File: config.mk
export PLATFORM = sky130hd
export DESIGN_NAME = tdm_channel_link_flat
export DESIGN_NICKNAME = d
export VERILOG_FILES = /design/src/rtl/tdm_channel_link_if.sv /design/src/rtl/tdm_channel_link.sv /design/src/flat_wrapper.sv
export SDC_FILE = /design/constraint.sdc
export NUM_CORES = 1
export LEC_CHECK = 0
export CAP_MARGIN = 20
export CORE_ASPECT_RATIO = 0.8
export CORE_MARGIN = 2
export CORE_UTILIZATION = 41
export CTS_CLUSTER_DIAMETER = 120
export DETAILED_ROUTE_END_ITERATION = 10
export PLACE_DENSITY = 0.82
export SYNTH_ARGS = -nofsm -noshare
export SYNTH_HDL_FRONTEND = slang
export SYNTH_SLANG_ARGS = --single-unit
File: constraint.sdc
create_clock -name clk -period 2.07 [get_ports clk]
set_input_delay 0.621 -clock clk [delete_from_list [all_inputs] [get_ports clk]]
set_output_delay 0.621 -clock clk [all_outputs]
set_load 0.01 [all_outputs]
File: src/rtl/tdm_channel_link_if.sv
// Bundle of channel-side and sink-side signals for tdm_channel_link.
// Combinational bundle only; it adds no latency.
// No backpressure: the link takes a word whenever en is high.
//
// Signals:
//   iData  : parallel channel inputs; channel k is iData[k*WIDTH +: WIDTH]
//   en     : transfer enable
//   mode   : 0 = manual (sel), 1 = auto-scan (internal pointer)
//   sel    : manual channel address
//   oData  : demultiplexed output slices
//   oValid : one-hot per-channel write strobe
//   cur_ch : scan pointer (next channel sampled in auto-scan)
//   oErr   : pulse flagging an out-of-range manual address
// Modports:
//   master : the source/sink side that drives the inputs and observes the outputs
//   slave  : the link itself
interface tdm_channel_link_if #(
    parameter int CH    = 8,
    parameter int WIDTH = 1
);
    localparam int SELW = $clog2(CH);

    logic [CH*WIDTH-1:0] iData;
    logic                en;
    logic                mode;
    logic [SELW-1:0]     sel;
    logic [CH*WIDTH-1:0] oData;
    logic [CH-1:0]       oValid;
    logic [SELW-1:0]     cur_ch;
    logic                oErr;

    modport master (
        output iData,
        output en,
        output mode,
        output sel,
        input  oData,
        input  oValid,
        input  cur_ch,
        input  oErr
    );

    modport slave (
        input  iData,
        input  en,
        input  mode,
        input  sel,
        output oData,
        output oValid,
        output cur_ch,
        output oErr
    );
endinterface

File: src/rtl/tdm_channel_link.sv
// N-channel time-multiplexed link: one channel per cycle onto a registered bus, then demuxed to its slice.
// Latency: 2 cycles (input sampled at edge N shows on oData/oValid after edge N+1).
// No backpressure: every enabled cycle moves one word; en=0 inserts a bubble.
//
// Ports:
//   clk  : rising-edge clock
//   rst  : synchronous reset, active-high
//   lnk  : tdm_channel_link_if slave modport (iData, en, mode, sel in; oData, oValid, cur_ch, oErr out)
//
// Parameters:
//   CH    : number of channels (>= 2, any value)
//   WIDTH : bits per channel
//   IDLE  : idle bit level; an idle slice is WIDTH copies of bit 0 of IDLE
//   HOLD  : 0 = non-addressed slices return to idle, 1 = they keep their last value
module tdm_channel_link #(
    parameter int CH    = 8,
    parameter int WIDTH = 1,
    parameter int IDLE  = 1,
    parameter bit HOLD  = 1'b0
) (
    input  logic               clk,
    input  logic               rst,
    tdm_channel_link_if.slave  lnk
);
    localparam int                  SELW     = $clog2(CH);
    localparam logic                IDLE_B   = ((IDLE % 2) != 0);
    localparam logic [SELW-1:0]     LAST_CH  = SELW'(CH - 1);
    localparam logic [CH*WIDTH-1:0] IDLE_BUS = {(CH*WIDTH){IDLE_B}};

    // ------------------------------------------------------------------
    // State
    // ------------------------------------------------------------------
    logic [SELW-1:0]     ptr_q,     ptr_d;
    logic                bus_v_q,   bus_v_d;
    logic                bus_err_q, bus_err_d;
    logic [SELW-1:0]     bus_ch_q,  bus_ch_d;
    logic [WIDTH-1:0]    bus_dat_q, bus_dat_d;
    logic [CH*WIDTH-1:0] odat_q,    odat_d;
    logic [CH-1:0]       ovld_q,    ovld_d;
    logic                oerr_q,    oerr_d;

    // ------------------------------------------------------------------
    // Stage 1: channel selection and capture onto the shared bus
    // ------------------------------------------------------------------
    logic [SELW-1:0]  addr;
    logic             addr_ok;
    logic [WIDTH-1:0] addr_dat;

    always_comb begin
        addr     = lnk.mode ? ptr_q : lnk.sel;
        // With non-power-of-two CH the address field can encode values past the
        // last channel; only manual mode can produce them since ptr_q wraps early.
        addr_ok  = (int'(addr) < CH);

        // Explicit mux rather than a variable part-select so an out-of-range
        // address never indexes past iData.
        addr_dat = '0;
        for (int i = 0; i < CH; i++) begin
            if (int'(addr) == i) begin
                addr_dat = lnk.iData[i*WIDTH +: WIDTH];
            end
        end
    end

    always_comb begin
        bus_v_d   = lnk.en && addr_ok;
        bus_err_d = lnk.en && !lnk.mode && !addr_ok;
        bus_ch_d  = bus_ch_q;
        bus_dat_d = bus_dat_q;
        if (bus_v_d) begin
            bus_ch_d  = addr;
            bus_dat_d = addr_dat;
        end

        // The pointer only moves on enabled auto-scan cycles; manual mode
        // freezes it so auto-scan resumes where it left off.
        ptr_d = ptr_q;
        if (lnk.en && lnk.mode) begin
            ptr_d = (ptr_q == LAST_CH) ? '0 : ptr_q + 1'b1;
        end
    end

    // ------------------------------------------------------------------
    // Stage 2: demultiplex the bus word into its output slice
    // ------------------------------------------------------------------
    always_comb begin
        odat_d = HOLD ? odat_q : IDLE_BUS;
        ovld_d = '0;
        for (int i = 0; i < CH; i++) begin
            if (bus_v_q && (int'(bus_ch_q) == i)) begin
                odat_d[i*WIDTH +: WIDTH] = bus_dat_q;
                ovld_d[i]                = 1'b1;
            end
        end
        // The error travels down the bus stage alongside the (absent) word, so
        // it lands in a cycle whose oValid is necessarily zero.
        oerr_d = bus_err_q;
    end

    // ------------------------------------------------------------------
    // Registers
    // ------------------------------------------------------------------
    always_ff @(posedge clk) begin
        if (rst) begin
            ptr_q     <= '0;
            bus_v_q   <= 1'b0;
            bus_err_q <= 1'b0;
            bus_ch_q  <= '0;
            bus_dat_q <= '0;
            odat_q    <= IDLE_BUS;
            ovld_q    <= '0;
            oerr_q    <= 1'b0;
        end else begin
            ptr_q     <= ptr_d;
            bus_v_q   <= bus_v_d;
            bus_err_q <= bus_err_d;
            bus_ch_q  <= bus_ch_d;
            bus_dat_q <= bus_dat_d;
            odat_q    <= odat_d;
            ovld_q    <= ovld_d;
            oerr_q    <= oerr_d;
        end
    end

    assign lnk.oData  = odat_q;
    assign lnk.oValid = ovld_q;
    assign lnk.cur_ch = ptr_q;
    assign lnk.oErr   = oerr_q;

endmodule
File: src/flat_wrapper.sv
// flat-port wrapper written by rule: the top's interface ports become plain ports
module tdm_channel_link_flat 
#(
    parameter int CH    = 8,
    parameter int WIDTH = 1,
    parameter int IDLE  = 1,
    parameter bit HOLD  = 1'b0
)
  (clk, rst, lnk_iData, lnk_en, lnk_mode, lnk_sel, lnk_oData, lnk_oValid, lnk_cur_ch, lnk_oErr);
  tdm_channel_link_if #(.CH(CH), .WIDTH(WIDTH)) lnk_i ();
  input  logic clk;
  input  logic rst;
  input wire logic [$bits(lnk_i.iData)-1:0] lnk_iData;
  input wire logic [$bits(lnk_i.en)-1:0] lnk_en;
  input wire logic [$bits(lnk_i.mode)-1:0] lnk_mode;
  input wire logic [$bits(lnk_i.sel)-1:0] lnk_sel;
  output wire logic [$bits(lnk_i.oData)-1:0] lnk_oData;
  output wire logic [$bits(lnk_i.oValid)-1:0] lnk_oValid;
  output wire logic [$bits(lnk_i.cur_ch)-1:0] lnk_cur_ch;
  output wire logic [$bits(lnk_i.oErr)-1:0] lnk_oErr;
  assign lnk_i.iData = lnk_iData;
  assign lnk_i.en = lnk_en;
  assign lnk_i.mode = lnk_mode;
  assign lnk_i.sel = lnk_sel;
  assign lnk_oData = lnk_i.oData;
  assign lnk_oValid = lnk_i.oValid;
  assign lnk_cur_ch = lnk_i.cur_ch;
  assign lnk_oErr = lnk_i.oErr;
  tdm_channel_link #(.CH(CH), .WIDTH(WIDTH), .IDLE(IDLE), .HOLD(HOLD)) u_core (.clk(clk), .rst(rst), .lnk(lnk_i));
endmodule
== Yosys cells after proc, flatten, opt, wreduce, memory -nomap -nowiden ==
Cells that the tools add are included.
Widths: inputs -> output; s select.
Storage, ports and cells
  bits in read-only memories: 0
  bits in writable memories: 0
  bits in latches: 0
  register bits after elaboration: 24
  memories: 0
Operators by class
  $add $sub $neg: 1
  equal/unequal tests: 15
  reduce and logical (&&, ||, !) cells: 19
  bitwise logic cells: 8
  $mul: 0
  $lt $le $gt $ge: 0
  shift-type cells: 0
  muxes and demuxes: 18
  div/mod/pow operators: 0
Operator list (number)
  $eq 3x3->1 const B: 9
  $mux 1: 16
  $reduce_or 2->1: 8
  $eq 3x2->1 const B: 4
  $logic_and 1x1->1: 9
  $not 1->1: 8
  $eq 3x1->1 const B: 2
  $logic_not 3->1: 2
  $mux 3: 2
  $add 3x1->3 const B: 1

== Longest topological paths before layout ==
Gate-level depths: netlist (run 1).
  word-level depth: 10
  gate-level depth with buffers: 5

== Worst setup path before layout (run 1) ==
No wires, ideal clock.
  path kind: input-to-reg
  start point: input lnk_mode
  end point: register u_core.bus_dat_q
  setup slack: 206 ps
  data required time: 1933 ps
  buffers on the path: 1
  cell stages on the path: 5
  arrival: 1727 ps
  path through: buf_6 > mux2i_4 > mux4_1 > mux2i_1 > a211oi_1
On the way
  longest elaborated chain between the ends: 10
Ends and longest elaborated chain
  start: declaration: line flat_wrapper.sv:15  | input wire logic [$bits(lnk_i.mode)-1:0] lnk_mode;
  $mux 3 (*): line tdm_channel_link.sv:50  | addr = lnk.mode ? ptr_q : lnk.sel;
  $logic_not 3->1: line tdm_channel_link.sv:59  | if (int'(addr) == i) begin
  $mux 1 (7 in series): line tdm_channel_link.sv:59
  $mux 1 (*): line tdm_channel_link.sv:59
  end signal: assignment: line tdm_channel_link.sv:118  | bus_dat_q <= bus_dat_d;
  end: declaration: line tdm_channel_link.sv:37  | logic [WIDTH-1:0] bus_dat_q, bus_dat_d;
Mark *: on every way between the ends. The rest lies on a longest branch, timed or not.
A chain may end at the register's enable or synchronous reset.

== Final worst setup path (run 1) ==
  start point: register u_core.ptr_q[1] (netlist: u_core.lnk.cur_ch[1])
  end point: output lnk_cur_ch[1]
RTL lines
  start: declaration: line tdm_channel_link.sv:33  | logic [SELW-1:0] ptr_q, ptr_d;
  start signal: assignment: line tdm_channel_link.sv:114  | ptr_q <= ptr_d;
  end: declaration: line flat_wrapper.sv:19  | output wire logic [$bits(lnk_i.cur_ch)-1:0] lnk_cur_ch;
No word-level cell between the ends.

==> results of run 1 <==
==> state kept, by name, indices dropped and copies added, names as in the netlist <==
register	cells
u_core.lnk.oData	8
u_core.lnk.oValid	8
u_core.bus_ch_q	3
u_core.lnk.cur_ch	3
u_core.bus_dat_q	1
u_core.bus_v_q	1
==> cell families (layout without fill, tap and decap cells) <==
family                     Yosys count  count (layout)  share of synthesized area [%]
muxes                                6               6                          12.10
buffers and inverters                5              40                          3.458
DFF                                 24              24                          55.33
AOI/OAI and AO/OA                    7               7                          5.187
and+or+nand+nor                     37              37                          20.61
other                                1               1                         0.4319
adders and majority gates            2               2                          2.881
==> final timing paths <==
kind | from | depth (start not counted) | to | slack (ns)
min reg2reg | u_core.bus_dat_q | 2 | u_core.bus_dat_q | 0.53
max reg2reg | u_core.lnk.cur_ch[1] | 4 | u_core.bus_dat_q | 0.60
max | u_core.lnk.cur_ch[1] | 1 | lnk_cur_ch[1] | 0.11
min | u_core.bus_dat_q | 2 | u_core.bus_dat_q | 0.53
==> per-stage QoR <==
step	TNS (ns)	std cells	area [um2]	total power [mW]	hold WS, ns
global route	0	141	1276	0.9457	0.5543
global placement	-0.2833	137	1221	0.5863	0.4940
CTS	0	141	1274	0.9173	0.5254
floorplan	0	82	868.3	0.5428	0.4742
finish	0	141	1276	0.9104	0.5255
detailed placement	-0.3074	137	1221	0.5887	0.5087
==> per-layer routing <==
metal / GRT usage (%) / share of wire, % / vias to the layer above / wire length (um)
met5: 0 / 0 / - / 0
met4: 4.390 / 0.60 / 0 / 10
met3: 5.731 / 8.0 / 2 / 133
met2: 26.19 / 48 / 25 / 794
met1: 14.64 / 44 / 303 / 725
li1: - / - / 347 / -
==> synthesized netlist by cell type (all sizes together) <==
cell    count
nand3       2
ha          2
nand2      12
and3        1
conb        1
mux2i       4
nor2        7
mux4        2
nor2b       5
dfxtp      24
nor3b       1
and2        4
nor3        3
buf         2
nor4        1
a21oi       3
nand2b      1
a211oi      4
clkbuf      3
==> final cells by class <==
type	instances	area [um2]
Timing Repair Buffer	36	355.3
Multi-Input combinational cell	53	357.8
Clock buffer	3	22.52
Tap cell	24	30.03
Clock inverter	1	30.03
Sequential cell	24	480.5
Fill cell	153	668.1
==> where the power goes <==
group	leakage, nW	total, mW	internal [mW]	switching (mW)
clock network	0.0279	0.332	0.196	0.136
logic	0.293	0.0921	0.0570	0.0351
registers	0.195	0.487	0.474	0.0130
==> metrics.yaml, run 1 <==
outcome:
  status: "complete, no violations"
sta:
  slew_viol_final: 0
  final-hold-violation-count: 0
  fin_crit_sh_pct: 94.93
  setup_viol: 0
  period_minus_slack_ns: 1.965
  grt_setup_unrepaired: "no"
  fin_skew_ns: 0.004590
  max_clock_freq_mhz: 508.9
  setup_slack_ns: 0.1050
global_routing:
  grt_usage_pct: 13.96
  antenna_found_initial: 0
  grt_pass1_vias: 629
  grt_pass1_wl_um: 2663
  gr-total-overflow: 0
  grt_start_max_net_pins: 15
critical_path:
  end_kind: "output port"
  crit_chain: "clkdlybuf4s50_1"
  arrival_ns: 1.34
  critPathMaxFanout: 4
  critPathLaunchType: "flip-flop"
  slowest_stage: "clkdlybuf4s50_1"
  critPathTopFamily: "buffers and inverters"
  critPathKind: "reg2out"
  worstPathRequired_ns: 1.45
  path_buf_inv: 1
  crit_path_max_incr_delay_ns: 0.58
yosys:
  ys_top_cells_by_area: "dfxtp_1 (55%), mux4_1 (6.1%), nand2_1 (5.2%)"
  avgSynthCellArea_um2: 10.59
  synth_warnings: 0
  yosys_register_bits: 24
  syn_nets: 99
  synthCells: 82
  synth_top_area_cell: "dfxtp_1"
  yosysUniqueCellTypes: 21
  synth_seq_area_share_pct: 55.33
  synthesis.area_um2: 868.3
  synth_top_area_share_pct: 55.33
finish:
  nNetsFinal: 135
  final_core_util_pct: 65.64
  num_antenna_cells: 0
  layout_commonest_cell: "clkdlybuf4s50_1"
  area_growth_pct: 46.97
  drive_gt1_share_pct: 6.838
  layout_common_cells: "clkdlybuf4s50_1 (32), dfxtp_1 (24), nand2_1 (12)"
route:
  viasPerCell: 4.801
  antenna_left: 0
  drt-pass1-iter-count: 3
  via_count: 677
  drt_iter0_drc: 8
  drcViolationCount: 0
  wl_um: 1663
  wire_per_inst_um: 11.79
clock_network:
  htreeDepth: 1
  root_buffer: "clkbuf_4"
  cts_resized: 0
  cts_buffers: 3
  post_cts_buffers: 0
  clock_latency_ns: 0.31
  clockBufferDepth: 2
  cts.clk_slew.worst_paths_ns: 0.13
  cts.sinks: 24
  cts_tree: "yes"
  holdBufCountCts: 0
floorplanning:
  rows: 14
  die_w_um: 55.45
  initial_core_util_pct: 44.66
  die_area_um2: 2504
  die_h_um: 45.16
  io_pins: 35
  core-area_um2: 1944
flow_run:
  drv_cap: 0
power:
  power.density_nw_per_um2: 713.4
  vdd_drop_max_mv: 0.4878
  power_leakage_nw: 0.5164
place:
  dp_slack_ns: -0.3074
  gp_congestion: 0.7448
  dp_hpwl_um: 1310
  io_buffers: 33
min_path:
  hp-class: "reg2reg"
Power figures use the tool's default switching activity.
==> inputs of run 2 (changes only) <==
--- a/config.mk
+++ b/config.mk
@@ -6,10 +6,9 @@
 export NUM_CORES = 1
 export LEC_CHECK = 0
 export CAP_MARGIN = 20
-export CORE_ASPECT_RATIO = 0.8
 export CORE_MARGIN = 2
 export CORE_UTILIZATION = 41
-export CTS_CLUSTER_DIAMETER = 120
+export CTS_CLUSTER_DIAMETER = 40
 export DETAILED_ROUTE_END_ITERATION = 10
 export PLACE_DENSITY = 0.82
 export SYNTH_ARGS = -nofsm -noshare
==> metrics.yaml, run 2 (synthesis gave the netlist of run 1 again) <==
flow_run:
  drv_cap: 0  # unchanged
finish:
  layout_commonest_cell: "clkdlybuf4s50_1"
  nNetsFinal: 137  # +1.5%
  layout_common_cells: "clkdlybuf4s50_1 (32), dfxtp_1 (24), nand2_1 (12)"
  drive_gt1_share_pct: 8.403  # +1.6 points
  final_core_util_pct: 64.33  # -1.3 points
  finalNonFillerCells: 146  # +3.5%
  num_antenna_cells: 0  # unchanged
  area_growth_pct: 46.83  # about the same
sta:
  fin_crit_sh_pct: 94.18  # -0.75 points
  fin_skew_ns: 0.004043  # -0.0005470 ns
  final-hold-violation-count: 0  # unchanged
  period_minus_slack_ns: 1.950  # -0.01545 ns
  max_clock_freq_mhz: 512.9  # +0.79%
  tns_ns: 0  # unchanged
  setup_viol: 0  # unchanged
  slew_viol_final: 0  # unchanged
  setup_slack_ns: 0.1205  # +0.01545 ns
  grt_setup_unrepaired: "no"
critical_path:
  reg2reg_to: "u_core.bus_dat_q"
  crit_chain: "clkdlybuf4s50_1"
  crit_path_max_incr_delay_ns: 0.58  # about the same
  critPathLaunchType: "flip-flop"
  r2r_slack_ns: 0.57  # -0.03 ns
  worstPathRequired_ns: 1.45  # about the same
  slowest_stage: "clkdlybuf4s50_1"
  critPathLaunch: "u_core.lnk.cur_ch[1]"
  arrival_ns: 1.33  # about the same
  end_kind: "output port"
  critPathMaxFanout: 4  # unchanged
  critPathKind: "reg2out"
  path_buf_inv: 1  # unchanged
  critPathTopFamily: "buffers and inverters"
  r2r_start: "u_core.lnk.cur_ch[1]"
  r2r.worst_path.cells: 4  # unchanged
clock_network:
  htreeDepth: 1  # unchanged
  cts.clk_slew.worst_paths_ns: 0.12  # about the same
  cts_tree: "yes"
  cts.sinks: 24  # unchanged
  cts_buffers: 3  # unchanged
  clock_latency_ns: 0.29  # -0.02 ns
  root_buffer: "clkbuf_4"
  clockBufferDepth: 2  # unchanged
  post_cts_buffers: 0  # unchanged
place:
  dp_hpwl_um: 1273  # -2.8%
  dp_slack_ns: -0.3527  # -0.04529 ns
  dp_cells: 142  # +3.6%
  io_buffers: 33  # unchanged
  gp_congestion: 0.7943  # +6.6%
floorplanning:
  die_h_um: 50.02  # +11%
  initial_core_util_pct: 43.81  # -0.85 points
  io_pins: 35  # unchanged
  die_w_um: 50.02  # -9.8%
  die_area_um2: 2502  # about the same
  rows: 16  # +2
  core-area_um2: 1982  # +1.9%
route:
  drt_iter0_drc: 1  # -7
  wire_per_inst_um: 10.15  # -14%
  drt-pass1-iter-count: 2  # -1
  antenna_left: 0  # unchanged
  wl_um: 1482  # -11%
  drcViolationCount: 0  # unchanged
  viasPerCell: 4.637  # -3.4%
  via_count: 677  # unchanged
global_routing:
  grt_pass1_vias: 662  # +5.2%
  grt_start_max_net_pins: 14  # -1
  grt_usage_pct: 14.09  # +0.12 points
  antenna_found_initial: 0  # unchanged
  gr-total-overflow: 0  # unchanged
  grt_pass1_wl_um: 2766  # +3.9%
min_path:
  hp-class: "reg2reg"
  min_to: "u_core.bus_dat_q"
  holdPathStages: 2  # unchanged
  min_from: "u_core.bus_dat_q"
power:
  vdd_drop_max_mv: 0.3559  # -27%
  power.density_nw_per_um2: 633.0  # -11%
  finalPower_mw: 0.8070  # -11%
  power_leakage_nw: 0.5109  # -1.1%
outcome:
  status: "complete, no violations"
run 2: changes by cell type in the layout (fill, tap and decap cells not counted):
| cell | before | now |
|---|---|---|
| dlygate4sd2_1 | 0 | 1 |
| clkbuf_8 | 0 | 1 |
| bufinv_16 | 1 | 0 |
| buf_4 | 3 | 5 |
| dlymetal6s2s_1 | 1 | 0 |
run 2: per-layer routing:
layer / vias up / GRT usage [%] / routed length (um)
met2: 35 / 25.66 / 770
met3: 0 / 3.030 / 112
met5: - / 0 / 0
met4: 0 / 4.630 / 0
met1: 293 / 16.00 / 600
li1: 349 / - / -
run 2: report_power, final:
group	internal [mW]	leakage, nW	switching (mW)
Sequential	0.474	0.195	0.0121
Clock	0.107	0.0210	0.121
Combinational	0.0591	0.295	0.0347
Total	0.640	0.511	0.167
run 2: final cells by class:
type / instances / area (um2)
Clock buffer: 4 / 36.28
Fill cell: 171 / 706.9
Multi-Input combinational cell: 53 / 357.8
Sequential cell: 24 / 480.5
Tap cell: 27 / 33.78
Timing Repair Buffer: 38 / 366.6
run 2: worst max-delay path by stage:
stage                            end  slack, ns  depth (start not counted)
floorplan           u_core.bus_dat_q       0.21                          5
global placement    u_core.bus_dat_q      -0.28                          5
detailed placement  u_core.bus_dat_q      -0.35                          5
CTS                    lnk_cur_ch[1]        0.1                          1
global route           lnk_cur_ch[0]       0.06                          1
finish                 lnk_cur_ch[1]       0.12                          1
run 2: through the flow:
step	hold slack [ns]	area (um2)
2_1_floorplan	0.4742	868.3
3_3_place_gp	0.4922	1240
3_5_place_dp	0.4909	1240
4_1_cts	0.5070	1275
5_1_grt	0.5564	1275
6_report	0.5093	1275
run 2: timing repair:
action	in CTS	in global routing
resized for setup	1	0
hold buffers	0	0
setup endpoints to repair	1	0
==> inputs of run 3 (changes only) <==
--- a/config.mk
+++ b/config.mk
@@ -9,6 +9,7 @@
 export CORE_MARGIN = 2
 export CORE_UTILIZATION = 41
 export CTS_CLUSTER_DIAMETER = 40
+export CTS_CLUSTER_SIZE = 8
 export DETAILED_ROUTE_END_ITERATION = 10
 export PLACE_DENSITY = 0.82
 export SYNTH_ARGS = -nofsm -noshare
==> constraint.sdc (replaced) <==
create_clock -name clk -period 2.1 [get_ports clk]
set_input_delay 0.63 -clock clk [delete_from_list [all_inputs] [get_ports clk]]
set_output_delay 0.63 -clock clk [all_outputs]
set_load 0.01 [all_outputs]
==> metrics.yaml, run 3 (synthesis gave the netlist of run 1 again) <==
critical_path:
  crit_chain: "clkdlybuf4s50_1"
  crit_path_max_incr_delay_ns: 0.58  # about the same
  reg2reg_to: "u_core.bus_dat_q"
  r2r.worst_path.cells: 4  # unchanged
  slowest_stage: "clkdlybuf4s50_1"
  critPathKind: "reg2out"
  r2r_start: "u_core.lnk.cur_ch[1]"
  critPathMaxFanout: 4  # unchanged
  critPathTopFamily: "buffers and inverters"
  critPathLaunchType: "flip-flop"
  worstPathRequired_ns: 1.47  # +0.02 ns
  end_kind: "output port"
  r2r_slack_ns: 0.59  # +0.02 ns
  arrival_ns: 1.33  # about the same
  path_buf_inv: 1  # unchanged
floorplanning:
  io_pins: 35  # unchanged
  core-area_um2: 1982  # unchanged
  initial_core_util_pct: 43.81  # unchanged
  die_w_um: 50.02  # unchanged
  die_h_um: 50.02  # unchanged
  die_area_um2: 2502  # unchanged
  rows: 16  # unchanged
sta:
  slew_viol_final: 0  # unchanged
  final-hold-violation-count: 0  # unchanged
  fin_crit_sh_pct: 93.40
  max_clock_freq_mhz: 509.8
  holdWs_ns: 0.5131  # +0.003859 ns
  fin_skew_ns: 0.008256  # +0.004213 ns
  grt_setup_unrepaired: "no"
  period_minus_slack_ns: 1.961
  setup_viol: 0  # unchanged
finish:
  fin_area_um2: 1282  # +0.59%
  nNetsFinal: 137  # unchanged
  drive_gt1_share_pct: 9.244  # +0.84 points
  num_antenna_cells: 0  # unchanged
  area_growth_pct: 47.69
  layout_commonest_cell: "clkdlybuf4s50_1"
  layout_common_cells: "clkdlybuf4s50_1 (32), dfxtp_1 (24), nand2_1 (12)"
  num-fill-cells: 177  # +3.5%
route:
  drt-pass1-iter-count: 3  # +1
  wl_um: 1533  # +3.4%
  wire_per_inst_um: 10.50  # +3.4%
  drt_iter0_drc: 4  # +3
  via_count: 690  # +1.9%
  drcViolationCount: 0  # unchanged
  viasPerCell: 4.726  # +1.9%
  antenna_left: 0  # unchanged
clock_network:
  cts_tree: "yes"
  htreeDepth: 1  # unchanged
  root_buffer: "clkbuf_4"
  cts.sinks: 24  # unchanged
  clock_latency_ns: 0.30  # about the same
  cts_buffers: 3  # unchanged
  clockBufferDepth: 2  # unchanged
  cts.clk_slew.worst_paths_ns: 0.12  # about the same
  post_cts_buffers: 0  # unchanged
global_routing:
  grt_usage_pct: 14.83  # +0.75 points
  grt_pass1_wl_um: 2829  # +2.3%
  gr-total-overflow: 0  # unchanged
  grt_start_max_net_pins: 14  # unchanged
  antenna_found_initial: 0  # unchanged
  grt_pass1_vias: 691  # +4.4%
place:
  gp_congestion: 0.7944  # about the same
  dp_hpwl_um: 1280  # +0.57%
  post_dp_cell_area_um2: 1240  # unchanged
  io_buffers: 33  # unchanged
flow_run:
  drv_cap: 0  # unchanged
power:
  vdd_drop_max_mv: 0.3814  # +7.2%
  power.density_nw_per_um2: 626.3  # -1.1%
  power_leakage_nw: 0.5174  # +1.3%
min_path:
  hp-class: "reg2reg"
  min_from: "u_core.bus_dat_q"
  holdPathStages: 2  # unchanged
  min_to: "u_core.bus_dat_q"
outcome:
  status: "complete, no violations"
run 3: changes by cell type in the layout (fill, tap and decap cells not counted), sizes merged:
cell,delta
dlygate4sd2,-1
dlymetal6s2s,+1
run 3: cell type report:
cell class	instances	area, um2	area share, %
repair buffers	38	370.4	28.88
flip-flops and latches	24	480.5	37.46
clock buffers	4	36.28	2.829
multi-input cells	53	361.6	28.20
well taps	27	33.78	2.634
run 3: what timing repair did:
action | in CTS | in global routing
endpoints found under the setup margin | 0 | 1
gates resized for setup | 0 | 2
hold buffers | 0 | 0
hold endpoints to repair | 0 | 0
run 3: stage by stage:
step / util, % / setup TNS, ns / cells / total power, mW / setup WS, ns
2_1_floorplan: - / 0 / 82 / 0.5351 / 0.2274
3_3_place_gp: 62.56 / -0.2568 / 142 / 0.5797 / -0.2568
3_5_place_dp: 62.56 / -0.3141 / 142 / 0.5836 / -0.3141
4_1_cts: 64.39 / 0 / 146 / 0.8078 / 0.004146
5_1_grt: 64.71 / 0 / 146 / 0.8551 / 0.05937
6_report: 64.71 / 0 / 146 / 0.8033 / 0.1385
run 3: power breakdown:
group,internal (mW),total [mW],switching (mW)
clock,0.106,0.230,0.124
combinational,0.0593,0.0945,0.0352
sequential,0.467,0.479,0.0120
total,0.632,0.803,0.171
run 3: metal layers:
layer  global-route usage [%]  up-vias  routed length (um)
met5                        0        -                   0
met4                    7.407        0                  19
met3                    3.939        2                 105
met2                    24.34       34                 776
met1                    17.65      305                 631
li1                         -      349                   -
run 3: worst max-delay path by stage:
| stage | startpoint | to | slack [ns] | cells past startpoint |
|---|---|---|---|---|
| floorplan | lnk_mode | u_core.bus_dat_q | 0.23 | 5 |
| global placement | lnk_mode | u_core.bus_dat_q | -0.26 | 5 |
| detailed placement | lnk_mode | u_core.bus_dat_q | -0.31 | 5 |
| CTS | lnk_mode | u_core.bus_dat_q | 0.004 | 5 |
| global route | u_core.lnk.cur_ch[1] | lnk_cur_ch[1] | 0.06 | 1 |
| finish | u_core.lnk.cur_ch[1] | lnk_cur_ch[1] | 0.14 | 1 |
